==> config.mk <==
export PLATFORM = sky130hd
export DESIGN_NAME = cnn_mac_pipe
export DESIGN_NICKNAME = d
export VERILOG_FILES = /design/src/rtl/cnn_mac_pipe.sv
export SDC_FILE = /design/constraint.sdc
export NUM_CORES = 1
export LEC_CHECK = 0
export CAP_MARGIN = 15
export CORE_MARGIN = 2
export CORE_UTILIZATION = 55
export CTS_CLUSTER_DIAMETER = 200
export DETAILED_ROUTE_END_ITERATION = 10
export MAX_ROUTING_LAYER = met4
export PLACE_DENSITY = 0.73
export SYNTH_ARGS = -nofsm -noshare
export SYNTH_HDL_FRONTEND = slang
export SYNTH_SLANG_ARGS = --single-unit
==> constraint.sdc <==
create_clock -name ap_clk -period 6 [get_ports ap_clk]
set_clock_uncertainty 0.2 [all_clocks]
set_input_delay 1.2 -clock ap_clk [delete_from_list [all_inputs] [get_ports ap_clk]]
set_output_delay 1.2 -clock ap_clk [all_outputs]
set_load 0.005 [all_outputs]
==> src/rtl/cnn_mac_pipe.sv <==
// cnn_mac_pipe: pipelined signed multiply-accumulate for conv layers.
// Sums ACC_LEN products, then rounds, shifts and saturates one result.
module cnn_mac_pipe #(
    parameter int A_W       = 14,
    parameter int B_W       = 7,
    parameter int NUM_STAGE = 3,
    parameter int ACC_W     = 32,
    parameter int ACC_LEN   = 9,
    parameter int SHIFT     = 7,
    parameter int OUT_W     = 16
) (
    input  logic             ap_clk,
    input  logic             ap_rst_n,
    input  logic             in_valid,
    output logic             in_ready,
    input  logic [A_W-1:0]   in_a,
    input  logic [B_W-1:0]   in_b,
    output logic             out_valid,
    input  logic             out_ready,
    output logic [OUT_W-1:0] out_data,
    output logic             out_sat
);

    localparam int PW = A_W + B_W;
    localparam int CW = (ACC_LEN > 1) ? $clog2(ACC_LEN) : 1;
    localparam int RSH = (SHIFT > 0) ? SHIFT - 1 : 0;
    localparam logic [CW-1:0] LAST = CW'(ACC_LEN - 1);
    localparam logic signed [ACC_W:0] ONE = (ACC_W+1)'(1);
    localparam logic signed [ACC_W:0] RND = (SHIFT > 0) ? (ONE <<< RSH) : '0;
    localparam logic signed [ACC_W:0] MAXV =
        {{(ACC_W-OUT_W+2){1'b0}}, {(OUT_W-1){1'b1}}};
    localparam logic signed [ACC_W:0] MINV =
        {{(ACC_W-OUT_W+2){1'b1}}, {(OUT_W-1){1'b0}}};

    logic                    en;
    logic signed [PW-1:0]    a_x;
    logic signed [PW-1:0]    b_x;
    logic signed [PW-1:0]    prod;
    logic signed [PW-1:0]    pd_q [NUM_STAGE];
    logic [NUM_STAGE-1:0]    pv_q;
    logic [CW-1:0]           cnt;
    logic signed [ACC_W-1:0] acc;
    logic signed [ACC_W-1:0] ext;
    logic signed [ACC_W-1:0] base;
    logic signed [ACC_W-1:0] sum;
    logic signed [ACC_W:0]   rnd_sum;
    logic signed [ACC_W:0]   shifted;
    logic                    sat_hi;
    logic                    sat_lo;
    logic [OUT_W-1:0]        clip;
    logic                    fire;
    logic                    load;

    // Whole datapath freezes only while a result waits on the consumer.
    assign en       = !(out_valid && !out_ready);
    assign in_ready = en;

    // Exact signed product at full width.
    assign a_x  = PW'($signed(in_a));
    assign b_x  = PW'($signed(in_b));
    assign prod = a_x * b_x;

    // Accumulate, round half up, arithmetic shift and clip.
    assign ext     = ACC_W'(pd_q[NUM_STAGE-1]);
    assign base    = (cnt == '0) ? '0 : acc;
    assign sum     = base + ext;
    assign rnd_sum = (ACC_W+1)'(sum) + RND;
    assign shifted = rnd_sum >>> SHIFT;
    assign sat_hi  = shifted > MAXV;
    assign sat_lo  = shifted < MINV;
    assign clip    = sat_hi ? MAXV[OUT_W-1:0] :
                     sat_lo ? MINV[OUT_W-1:0] :
                     shifted[OUT_W-1:0];

    assign fire = en && pv_q[NUM_STAGE-1];
    assign load = fire && (cnt == LAST);

    // Multiplier pipeline: product and valid advance together on enable.
    always_ff @(posedge ap_clk or negedge ap_rst_n) begin
        if (!ap_rst_n) begin
            pv_q <= '0;
            for (int i = 0; i < NUM_STAGE; i++) begin
                pd_q[i] <= '0;
            end
        end else if (en) begin
            pv_q[0] <= in_valid;
            pd_q[0] <= prod;
            for (int i = 1; i < NUM_STAGE; i++) begin
                pv_q[i] <= pv_q[i-1];
                pd_q[i] <= pd_q[i-1];
            end
        end
    end

    // Window counter and running sum; bubbles leave both untouched.
    always_ff @(posedge ap_clk or negedge ap_rst_n) begin
        if (!ap_rst_n) begin
            cnt <= '0;
            acc <= '0;
        end else if (fire) begin
            if (cnt == LAST) begin
                cnt <= '0;
            end else begin
                acc <= sum;
                cnt <= cnt + CW'(1);
            end
        end
    end

    // Result register: a new load overrides a same-cycle consume.
    always_ff @(posedge ap_clk or negedge ap_rst_n) begin
        if (!ap_rst_n) begin
            out_valid <= 1'b0;
            out_data  <= '0;
            out_sat   <= 1'b0;
        end else if (load) begin
            out_valid <= 1'b1;
            out_data  <= clip;
            out_sat   <= sat_hi | sat_lo;
        end else if (out_valid && out_ready) begin
            out_valid <= 1'b0;
        end
    end

endmodule

Word-level counts from Yosys, hierarchy flattened
Cells that the tools add are included.
{"block": "word_totals", "register_bits": 120, "inputBits": 25, "output_inout_bits": 19, "word_cells": 33}
{"block": "op_classes", "add_sub_neg": 3, "mul": 1, "magnitude_cmp": 2, "eq_ne": 1, "mux": 6, "n_bitwise": 2, "reduce_logical": 9}
{"cell": "adder 32 x 8 -> 33 bit, second input constant", "n": 1}
{"cell": "adder 32 x 21 -> 32 bit", "n": 1}
{"cell": "two-way mux 16 bit", "n": 2}
{"cell": "two-way mux 32 bit", "n": 1}
{"cell": "> comparator 26 x 16 -> 1 bit, second input constant", "n": 1}
{"cell": "< comparator 26 x 16 -> 1 bit, second input constant", "n": 1}
{"cell": "multiplier 14 x 7 -> 21 bit", "n": 1}
{"cell": "adder 4 x 1 -> 4 bit, second input constant", "n": 1}
{"cell": "equality test 4 bit, second input constant", "n": 1}
{"cell": "logical AND 1 bit", "n": 4}
{"cell": "zero test 4 bit", "n": 1}
{"cell": "two-way mux 4 bit", "n": 1}
{"cell": "zero test 1 bit", "n": 2}
{"cell": "two-way mux 1 bit", "n": 2}
{"cell": "AND reduction 2 bit", "n": 1}
{"cell": "nonzero test 2 bit", "n": 1}
{"cell": "inverter 1 bit", "n": 1}
{"cell": "bitwise OR 1 bit", "n": 1}

Logic depth before layout (Yosys ltp)
{"block": "depth", "word_depth": 7, "depth_mapped": 21, "ltp_nobuf": 20}

Least setup slack after synthesis
No wires, ideal clock.
{"block": "synth_timing", "path_kind": "input to register", "start": "input in_b[6]", "end": "register pd_q[61] (netlist name)", "arrival_time_ns": 5.827, "required_time_ns": 5.665, "slack_ns": -0.162, "cell_stages": 19, "n_path_buf": 1, "path_cell_list": "clkbuf_1 nand2b_1 fa_1 fa_1 inv_1 fa_1 fa_1 ha_1 a21oi_1 o21bai_1 a21oi_1 o21bai_1 a21oi_1 o21ai_0 o41ai_1 o2111ai_1 a21oi_1 xor2_1 o21ai_0"}
{"block": "synth_via", "elab_chain_cells": 1}
{"element": "start: declaration", "line": "17", "rtl": "input logic [B_W-1:0] in_b,"}
{"element": "multiplier 14 x 7 -> 21 bit", "line": "61", "rtl": "assign prod = a_x * b_x;"}
{"element": "end signal: indexed assignment", "line": "90", "rtl": "pd_q[i] <= pd_q[i-1];"}
{"element": "end: declaration", "line": "39", "rtl": "logic signed [PW-1:0] pd_q [NUM_STAGE];"}
Every way passes these cells.
A chain may end at the register's enable or synchronous reset.

Worst setup path after layout
{"block": "layout_timing", "start": "input in_b[5]", "end": "register pd_q[61] (netlist name)"}
The elaborated chain is that of the path after synthesis.

==> out/qor.txt <==
Outcome - finished clean
Share of cells above drive strength 1 - 14.3%
Place WS - -0.549 ns
Number of synthesis warnings - 0
Syn avg cell area - 8.90 um^2
Design Area, Final - 0.0130 mm^2
Worst-Skew Late Latency - 0.42 ns
Area of the multi-input gates - 0.00780 mm^2
Max Cap Violations - 0
WL/cell - 16.5 um
Hold Fails Final Rpt - 0
Placer congestion estimate - 0.990
CTS H-tree depth - 4
Initial core utilization - 56.1%
Reg area - 0.00300 mm^2
Clock Path Buffers - 2
CTS tree - done
Slew HR - 39.6%
Cts hold-fix bufs - 0
GRT Total Usage - 26.4%
Setup ws final - 0.202 ns
CTS Buf Count - 17
First-pass GRT wire length - 45,000 um
FILL cells - 1,675
Drt drc - 0
Seq cells post-synth - 120
Setup CP Type - in -> reg
Placed Area - 0.0123 mm^2
Non-filler cells, final - 1,627
PortBufs - 43
Post-Syn Nets - 1,452
Die Y-Extent - 148 um
Clk Tree Root Cell - clkbuf_16
Clock period minus worst slack - 5.80 ns
GRT met2 Usage - 42.6%
Synthesis-to-layout area growth - 14.7%
Critical Path RT - 6.07 ns
Final max-slew violation count - 0
Tightest Pin Transition - 0.906 ns
DP HPWL - 20,600 um
Min-delay worst type - reg -> reg
Vias in the first global route - 9,065
Routed WL - 26,900 um
Hold slack - 0.261 ns
Seq/Total Area, Yosys - 26.4%
EDFF count, synth - 0
Antenna cells - 0
Clock sink count - 120
Die width - 148 um
Core area - 0.0202 mm^2
Final nets - 1,520
Ports - 44
Gr busiest metal - met2
Period utilisation layout - 96.6%
CP startpoint kind - input pin
GRT met3 Usage - 3.80%
Pre-Repair DR Iteration Count - 5
Initial DRC count - 653
Max frequency - 172 MHz
Cell taking the most area after synthesis - dfrtp_1
Grt ovf - 0
Top cell type's share of synthesized area - 26.4%
Full die area - 0.0218 mm^2
GR Util met1 - 35.0%
Crit-path max FO - 3
Cells after Synth - 1,276
Cell variety after synth - 100
Row count - 52
Top cells by area, synth - dfrtp_1, fa_1, ha_1
Largest net degree at the start of global routing - 70
Main synth FF type - dfrtp_1
Vias/cell - 5.68
Ys async rst share - 100%
CP endpoint kind - flop
Vias post-DR - 9,243
Cell Area, Synth - 0.0114 mm^2
Final setup vio count - 0
DRT antenna net count - 0
Antenna violations before repair - 0
Placed cells - 1,594
Critical Path AT - 5.87 ns
Clock transition at path regs - 0.06 ns
-- final timing paths --
kind / startpoint / to / slack [ns] / depth (start not counted)
min: pd_q[33]$_DFFE_PN0N_ / ext[12]$_DFFE_PN0N_ / 0.26 / 2
max in group asynchronous: ap_rst_n / pd_q[55]$_DFFE_PN0N_ / 3.70 / 2
max: in_b[5] / pd_q[61]$_DFFE_PN0N_ / 0.20 / 20
min reg2reg: pd_q[33]$_DFFE_PN0N_ / ext[12]$_DFFE_PN0N_ / 0.26 / 2
max reg2reg: cnt[0]$_DFFE_PN0P_ / out_data[13]$_DFFE_PN0P_ / 0.27 / 19
min in group asynchronous: ap_rst_n / acc[28]$_DFFE_PN0P_ / 0.68 / 1
-- cell usage after synthesis, drive strengths merged, types with 5 or more instances --
master     n
nand2b    18
a21oi     60
nand2    243
nor3      19
o31ai      5
nor2b     36
o32ai      5
and2      69
xor2      23
dfrtp    120
a211o      5
xnor2     35
clkbuf    35
a211oi     7
o21a      13
o2111ai    5
and3       5
a31oi      9
a21o      15
nand3     33
nand4     17
inv       84
o22ai     10
or3        6
fa        75
o211ai     5
buf       25
ha        76
o21ai     71
nor2      49
o21bai    11
mux2      21
-- layer usage --
metal / part of all wire, % / routed length, um
met1: 46 / 12300
met4: 2.1 / 575
met2: 48 / 12800
met5: 0 / 0
met3: 4.6 / 1230
-- final cells by class --
| class | count | share of cell area, % |
|---|---|---|
| sequential | 120 | 23.0 |
| multi-input combinational | 1011 | 59.9 |
| inverter | 84 | 2.42 |
| timing repair buffer | 110 | 7.31 |
| clock inverter | 15 | 1.53 |
| tap | 270 | 2.59 |
| clock buffer | 17 | 3.26 |
-- cells in the final DEF (no fill, tap or decap), types with 34 or more instances in the layout --
cell type    n
nand2_1    243
o21ai_0     64
nor2_1      48
fa_1        75
inv_1       83
buf_4       66
dfrtp_1    120
nor2b_1     34
and2_1      63
a21oi_1     50
ha_1        74
-- flip-flops by register name, summed over array words and instances, names as in the netlist --
name / cells
pd_q: 42
out_sat: 1
out_valid: 1
acc: 32
ext: 21
out_data: 16
cnt: 4
pv_q: 3
-- logic make-up after synthesis --
family	after synthesis	share of synthesized area, %
DFF	120	26.4
buffers and inverters	145	5.58
AOI/OAI and AO/OA	256	16.4
and+or+nand+nor	522	22.9
xor gates and xnor gates	58	4.74
muxes	24	2.38
adders and majority gates	151	21.6
-- timing repair --
action,CTS,global route
resized for setup,8,17
cloned,0,0
pin swaps,4,12
setup endpoints to repair,4,23
buffers inserted,0,1
-- worst max-delay path, stage by stage --
cell	delay, ns
clkdlybuf4s50_1	0.52
buf_4	0.13
nand2_1	0.06
fa_1	0.50
inv_1	0.05
fa_1	0.55
fa_1	0.44
fa_1	0.50
ha_1	0.33
inv_1	0.08
o21bai_1	0.09
a21oi_2	0.18
o21bai_1	0.11
a21oi_2	0.18
o21ai_2	0.09
o41ai_2	0.30
o2111ai_1	0.15
a21oi_1	0.18
xor2_1	0.14
o21ai_0	0.08
-- through the flow --
stage / TNS (ns) / util (%)
global route: -0.000261 / 64.4
floorplan: 0 / -
detailed placement: -3.25 / 60.9
finish: 0 / 64.4
global placement: -2.76 / 60.9
CTS: 0 / 64.1
Power is left out: the tool's default activity adds up to more than one toggle a clock period on the data nets, which glitch-free logic cannot reach.
